## src/rtl/wb_port_arbiter.sv

```systemverilog
// Register-file write-port arbiter between the WB stage and a one-entry
// MDU result buffer; a starved MDU write eventually stalls the pipeline.
module wb_port_arbiter #(
  parameter int FORCE_LIMIT = 4
) (
  input  logic        clk,
  input  logic        rst,
  input  logic        wb_regwr,
  input  logic [4:0]  wb_rd,
  input  logic [31:0] wb_data,
  input  logic        mdu_valid,
  input  logic [4:0]  mdu_rd,
  input  logic [31:0] mdu_data,
  output logic        mdu_ready,
  output logic        rf_we,
  output logic [4:0]  rf_waddr,
  output logic [31:0] rf_wdata,
  output logic        pipe_stall,
  output logic        pend_valid,
  output logic [4:0]  pend_rd,
  output logic [15:0] stall_cnt
);

  typedef enum logic [1:0] {
    EMPTY = 2'd0,
    PEND  = 2'd1,
    FORCE = 2'd2
  } state_t;

  localparam logic [2:0] LIM = 3'(FORCE_LIMIT);

  state_t      r_state;
  state_t      w_next;
  logic [4:0]  r_rd;
  logic [31:0] r_data;
  logic [2:0]  r_wait;
  logic [15:0] r_stall_cnt;

  logic        w_pipe_act;
  logic [2:0]  w_wait_inc;
  logic [2:0]  w_wait_nxt;
  logic        w_load;
  logic        w_cnt_inc;
  logic        w_we;
  logic [4:0]  w_addr;
  logic [31:0] w_data;

  assign w_pipe_act = wb_regwr && (wb_rd != 5'd0);
  assign w_wait_inc = r_wait + 3'd1;

  always_comb begin
    w_next     = r_state;
    w_load     = 1'b0;
    w_wait_nxt = r_wait;
    w_cnt_inc  = 1'b0;
    w_we       = 1'b0;
    w_addr     = 5'd0;
    w_data     = 32'd0;
    unique case (r_state)
      EMPTY: begin
        if (w_pipe_act) begin
          w_we   = 1'b1;
          w_addr = wb_rd;
          w_data = wb_data;
        end
        if (mdu_valid && (mdu_rd != 5'd0)) begin
          w_load     = 1'b1;
          w_wait_nxt = 3'd0;
          w_next     = PEND;
        end
      end
      PEND: begin
        if (!w_pipe_act) begin
          w_we   = 1'b1;
          w_addr = r_rd;
          w_data = r_data;
          w_next = EMPTY;
        end else begin
          w_we   = 1'b1;
          w_addr = wb_rd;
          w_data = wb_data;
          // younger pipeline write to same rd supersedes the buffer
          if (wb_rd == r_rd) begin
            w_next = EMPTY;
          end else begin
            w_wait_nxt = w_wait_inc;
            if (w_wait_inc == LIM) begin
              w_next = FORCE;
            end
          end
        end
      end
      FORCE: begin
        w_we      = 1'b1;
        w_addr    = r_rd;
        w_data    = r_data;
        w_cnt_inc = 1'b1;
        w_next    = EMPTY;
      end
      default: begin
        w_next = EMPTY;
      end
    endcase
  end

  always_ff @(posedge clk or negedge rst) begin
    if (!rst) begin
      r_state     <= EMPTY;
      r_rd        <= 5'd0;
      r_data      <= 32'd0;
      r_wait      <= 3'd0;
      r_stall_cnt <= 16'd0;
    end else begin
      r_state <= w_next;
      r_wait  <= w_wait_nxt;
      if (w_load) begin
        r_rd   <= mdu_rd;
        r_data <= mdu_data;
      end
      if (w_cnt_inc && (r_stall_cnt != 16'hFFFF)) begin
        r_stall_cnt <= r_stall_cnt + 16'd1;
      end
    end
  end

  // the WB-stage path is combinational, so mask it while in reset
  assign rf_we      = w_we & rst;
  assign rf_waddr   = rst ? w_addr : 5'd0;
  assign rf_wdata   = rst ? w_data : 32'd0;
  assign mdu_ready  = (r_state == EMPTY);
  assign pipe_stall = (r_state == FORCE);
  assign pend_valid = (r_state != EMPTY);
  assign pend_rd    = pend_valid ? r_rd : 5'd0;
  assign stall_cnt  = r_stall_cnt;

endmodule

```

## config.mk

```make
export PLATFORM = sky130hd
export DESIGN_NAME = wb_port_arbiter
export DESIGN_NICKNAME = d
export VERILOG_FILES = /design/src/rtl/wb_port_arbiter.sv
export SDC_FILE = /design/constraint.sdc
export NUM_CORES = 1
export LEC_CHECK = 0
export CAP_MARGIN = 15
export CORE_ASPECT_RATIO = 1.1
export CORE_MARGIN = 8
export CORE_UTILIZATION = 44
export DETAILED_ROUTE_END_ITERATION = 12
export PLACE_DENSITY = 0.84
export SLEW_MARGIN = 20
export SYNTH_ARGS = -nofsm -noshare
export SYNTH_HDL_FRONTEND = slang
export SYNTH_SLANG_ARGS = --single-unit
```

## constraint.sdc

```tcl
create_clock -name clk -period 2.5 [get_ports clk]
set_clock_uncertainty 0.1 [all_clocks]
set_input_delay 0.5 -clock clk [delete_from_list [all_inputs] [get_ports clk]]
set_output_delay 0.5 -clock clk [all_outputs]
set_load 0.03 [all_outputs]
```

# == Word level (Yosys, flattened, before mapping) ==
# Index checks and enable logic that the tools add are counted.
# totals
word_cells,51
regBits,58
input_bits,78
output_inout_bits,62
# classes
n_addsub,2
n_eq_ne,9
n_reduce_logical,11
bitwise,1
n_mux,23
# ops
cell,count
$mux 32,3
$pmux 32 s3,1
$mux 5,4
$add 16x1->16 const B,1
$ne 16x16->1 const B,1
$pmux 5 s3,1
$reduce_bool 5->1,2
$mux 3,3
$mux 2,4
$pmux 3 s2,1
$eq 5x5->1,1
$mux 1,4
$ne 2x2->1 const B,2
$ne 4x4->1 const B,1
$pmux 2 s2,1
$reduce_and 4->1,1
$reduce_bool 2->1,2
$add 3x1->3 const B,1
$eq 3x3->1 const B,1
$logic_and 1x1->1,3
$eq 2x1->1 const B,1
$eq 2x2->1 const B,1
$logic_not 2->1,1
$ne 2x1->1 const B,1
other kinds (4),4

# == Logic depth before layout (Yosys ltp) ==
# logic_depth
ltp_word,6
depth_mapped,8
mapped_depth_nobuf,6

# == Worst setup path after synthesis ==
# Ideal clock, no wire load.
# synth_path
path_kind,register to output
startpoint,register r_state[0]
endpoint,output port rf_wdata[10]
arrival_ps,2112
required_time_ps,1900
path_buffers,2
slack_ps,-212
path_stages_with_launch,9
path_cell_list,dfrtp_1 -> inv_1 -> ha_1 -> buf_2 -> nor2_1 -> nor2_1 -> buf_4 -> a22oi_2 -> nor2_2
# synth_via
elab_chain_cells,3
elab_cells_between_ends,5
cone_classes,eq/ne: 2; mux: 2; reduce/logical: 1
# synth_lines
element,line_no,rtl
start: declaration,32,state_t r_state;
start signal: assignment,114,r_state <= w_next;
$logic_not 2->1,-,
net mdu_ready,14,"output logic mdu_ready,"
$pmux 32 s3,59,unique case (r_state)
$mux 32,129,assign rf_wdata = rst ? w_data : 32'd0;
end: declaration,17,"output logic [31:0] rf_wdata,"
# The timed path passes the listed nets, and every way through them passes these cells.

# == Worst setup path after layout ==
# layout_path
startpoint,input port wb_rd[4]
endpoint,output port rf_waddr[4]
# layout_via
elab_chain_cells,5
elab_cells_between_ends,6
cone_classes,mux: 4; reduce/logical: 2
# layout_lines
element,line_no,rtl
start: declaration,9,"input logic [4:0] wb_rd,"
$reduce_bool 5->1,48,assign w_pipe_act = wb_regwr && (wb_rd != 5'd0);
$logic_and 1x1->1,48,
"$mux 5, on equally long branches","73, 61",
$pmux 5 s3 *,59,
$mux 5 *,128,assign rf_waddr = rst ? w_addr : 5'd0;
end: declaration,16,"output logic [4:0] rf_waddr,"
# Mark *: on every way between the ends. The rest lies on a longest branch, timed or not.

==> summary.txt <==
Layout
  – Sequential cell area: 1450 um^2
  – Post-layout net count: 562
  – Total inserted antenna cells: 0
  – Area delta synth->final: 76.0%
  – Final core occ: 0.803
  – Layout cells sized above 1: 0.485
  – Fill cell count: 437
  – Area of the multi-input gates: 2010 um^2

Hold path
  – HP Class: in -> async

Synthesis
  – Distinct cells, synth: 42
  – Top post-synthesis cells by area: dfrtp_1 43%, mux2_2 13%, a22oi_2 11%
  – Cell with the most instances after synthesis: dfrtp_1
  – Syn_nets: 376
  – Avg Cell Area, Syn: 11.7 um^2
  – Synth Instances: 291
  – Cell Area, Synth: 3410 um^2
  – Area leader, netlist: dfrtp_1
  – Synth Flop Type: dfrtp_1
  – Synth cell count leaders: 58 x dfrtp_1, 38 x mux2_2, 30 x a22oi_2, 30 x nor2_2, 17 x nor2_1
  – Ys async rst share: 1.00
  – Synth top area share: 0.426
  – Synthesis warning total: 0
  – EDFF count, synth: 0
  – #FFs+latches synth: 58
  – Seq/Total Area, Yosys: 0.426

Power and ir drop
  – Max rail drop VDD: 0.000528 V
  – Leak Pwr: 2.51 nW
  – Cell Pwr Density: 917 nW/um^2

Critical path
  – Worst r2r src: r_state[0]$_DFFE_PN0P_
  – Worst setup SP type: input pin
  – WP data required: 1.90 ns
  – Worst path cell trace: clkdlybuf4s15_2 -> or4_4 -> o21ai_4 -> buf_6 -> a21o_4 -> buf_12 -> buf_8 -> buf_12 -> a22oi_2 -> nor2_2 -> buf_12
  – Critical Path Fanout Max: 5
  – Slowest cell on crit path: or4_4
  – Critical path endpoint category: output pin
  – R2r setup slk: 0.43 ns
  – Critical path class: in -> out
  – Crit path arrival time: 2.26 ns
  – Crit-path most repeated cell: buf_12
  – Max incr delay on CP: 0.44 ns
  – Reg2reg end: stall_cnt[9]$_DFFE_PN0P_
  – Worst Reg-to-Reg Cells: 7

Route
  – Antenna Nets Post-Route: 0
  – DR vias/cell: 5.24
  – Post-detailed-route wirelength per cell: 19.7 um
  – Post-Route WL: 11500 um
  – Vias: 3076
  – Violation count after the first detailed-route iteration: 101
  – DRC violations left: 0
  – TritonRoute pass-1 iters: 4

Die
  – Die X: 99.9 um
  – Die Height: 108 um
  – Core box area: 7470 um^2
  – Io pins: 140
  – Die area: 10800 um^2
  – Initial Util: 0.456
  – Site row count: 33

Clock network
  – Clk slew on worst S/H paths: 0.06 ns
  – CTS tree: yes
  – TritonCTS sink count: 58
  – Hold-fix buffers, CTS: 0
  – Total CTS buffers: 9
  – H-Tree Depth: 3
  – Clk buf depth: 2
  – CTS root buf: clkbuf_8
  – Worst-Skew Late Latency: 0.33 ns

GRT
  – Met1 Use GR: 0.245
  – Vias in the first global route: 3422
  – Met2 usage in global routing: 0.366
  – Initial antenna violation count: 0
  – Grt peak-use layer: met2
  – First-pass GRT wire length: 18300 um
  – Pin count of the biggest net entering global routing: 59
  – Met3 usage: 0.0720
  – GRT Util Overall: 0.217
  – GR Overflow Total: 0

Timing
  – Worst setup margin: -0.359 ns
  – Fmax: 350 MHz
  – Slew margin rel.: 0.508
  – RSZ-0062 raised after global routing: yes
  – Fin. max-slew vios: 0
  – Final setup vio count: 38
  – Final Hold Vio Count: 0
  – Worst-Margin Slew: 0.739 ns
  – Fin crit period: 2.86 ns
  – Part of the cycle the worst path needs: 1.14

Job
  – Max Cap Viol: 0

Outcome
  – Status: finished with violations
  – Failing checks: setup timing

Placement
  – Final HPWL DP: 7740 um
  – Pre-CTS setup slack: -0.794 ns
  – GPL Wtd Cong: 0.805
  – Port Buffers: 139
final cells by class:
| type | count | share of cell area |
|---|---|---|
| timing repair buffer | 192 | 0.367 |
| multi-input combinational | 213 | 0.335 |
| sequential | 58 | 0.242 |
| clock buffer | 11 | 0.0236 |
| tap | 105 | 0.0219 |
| clock inverter | 5 | 0.00897 |
| inverter | 3 | 0.00188 |
cell usage in the layout (no fill, tap or decap), drive strengths merged, types with 3 or more instances in the layout:
| cell | netlist | routed |
|---|---|---|
| inv | 3 | 3 |
| clkdlybuf4s50 | 0 | 86 |
| nor2b | 6 | 6 |
| ha | 7 | 7 |
| nand2 | 12 | 12 |
| nor3 | 4 | 4 |
| o21ai | 4 | 4 |
| nand4 | 7 | 7 |
| xnor2 | 7 | 7 |
| clkinv | 0 | 4 |
| xor2 | 14 | 14 |
| dlygate4sd2 | 0 | 8 |
| nor2 | 47 | 47 |
| dfrtp | 58 | 58 |
| a21oi | 3 | 3 |
| mux2 | 38 | 38 |
| clkbuf | 5 | 12 |
| nand3 | 7 | 7 |
| buf | 12 | 94 |
| a22oi | 37 | 37 |
routing by layer:
metal,vias to the layer above,share of wire
li1,1435,-
met1,1507,0.39
met2,111,0.50
met3,23,0.081
met4,0,0.024
met5,-,0
registers in the layout, summed over array words and instances (netlist names):
register / flops
r_data: 32
r_rd: 5
r_state: 2
r_wait: 3
stall_cnt: 16
power breakdown:
group	switching (mW)	leakage (nW)	internal (mW)
sequential	0.289	0.721	1.28
combinational	1.44	1.68	1.63
clock	0.378	0.103	0.484
kinds of logic (layout without fill, tap and decap cells):
logic type | after synthesis | after routing | synth area share
buf+inv | 20 | 211 | 0.0510
flops | 58 | 58 | 0.426
simple gates | 94 | 94 | 0.150
xor+xnor | 21 | 21 | 0.0539
mux | 38 | 38 | 0.126
compound gates | 53 | 53 | 0.168
fa+ha+maj | 7 | 7 | 0.0257
stage by stage:
step                      std cells  power (mW)  hold slack [ns]  TNS [ns]  cell area, um^2
after floorplan                 291        3.19            0.104     -1.16             3580
after CTS                       585        5.46            0.324    -11.93             5960
after detailed placement        544        4.03            0.401    -31.60             5170
final                           587        5.50            0.314    -11.73             6000
after global routing            587        5.79            0.376    -13.19             6000
after global placement          543        3.93            0.390    -31.74             5140
worst max-delay path by stage:
stage,end,depth (start not counted),startpoint,slack [ns]
finish,rf_waddr[4],11,wb_rd[4],-0.36
detailed placement,rf_waddr[2],9,wb_rd[1],-0.79
global route,rf_wdata[20],10,r_state[0]$_DFFE_PN0P_,-0.41
floorplan,rf_wdata[10],7,wb_rd[1],-0.04
global placement,rf_waddr[4],7,wb_rd[3],-0.80
CTS,rf_waddr[2],11,wb_rd[2],-0.36
worst max-delay path, delay by kind of cell:
family | cells | cell delay [ns]
buffers and inverters | 6 | 0.78
AOI/OAI and AO/OA | 3 | 0.38
and+or+nand+nor | 2 | 0.60
timing repair:
item,CTS,global route
endpoints found under the setup margin,46,39
cloned,7,1
pin swaps,36,22
resized for setup,82,8
setup buffers,18,4
Note: power is estimated with default switching activity, not from simulation.
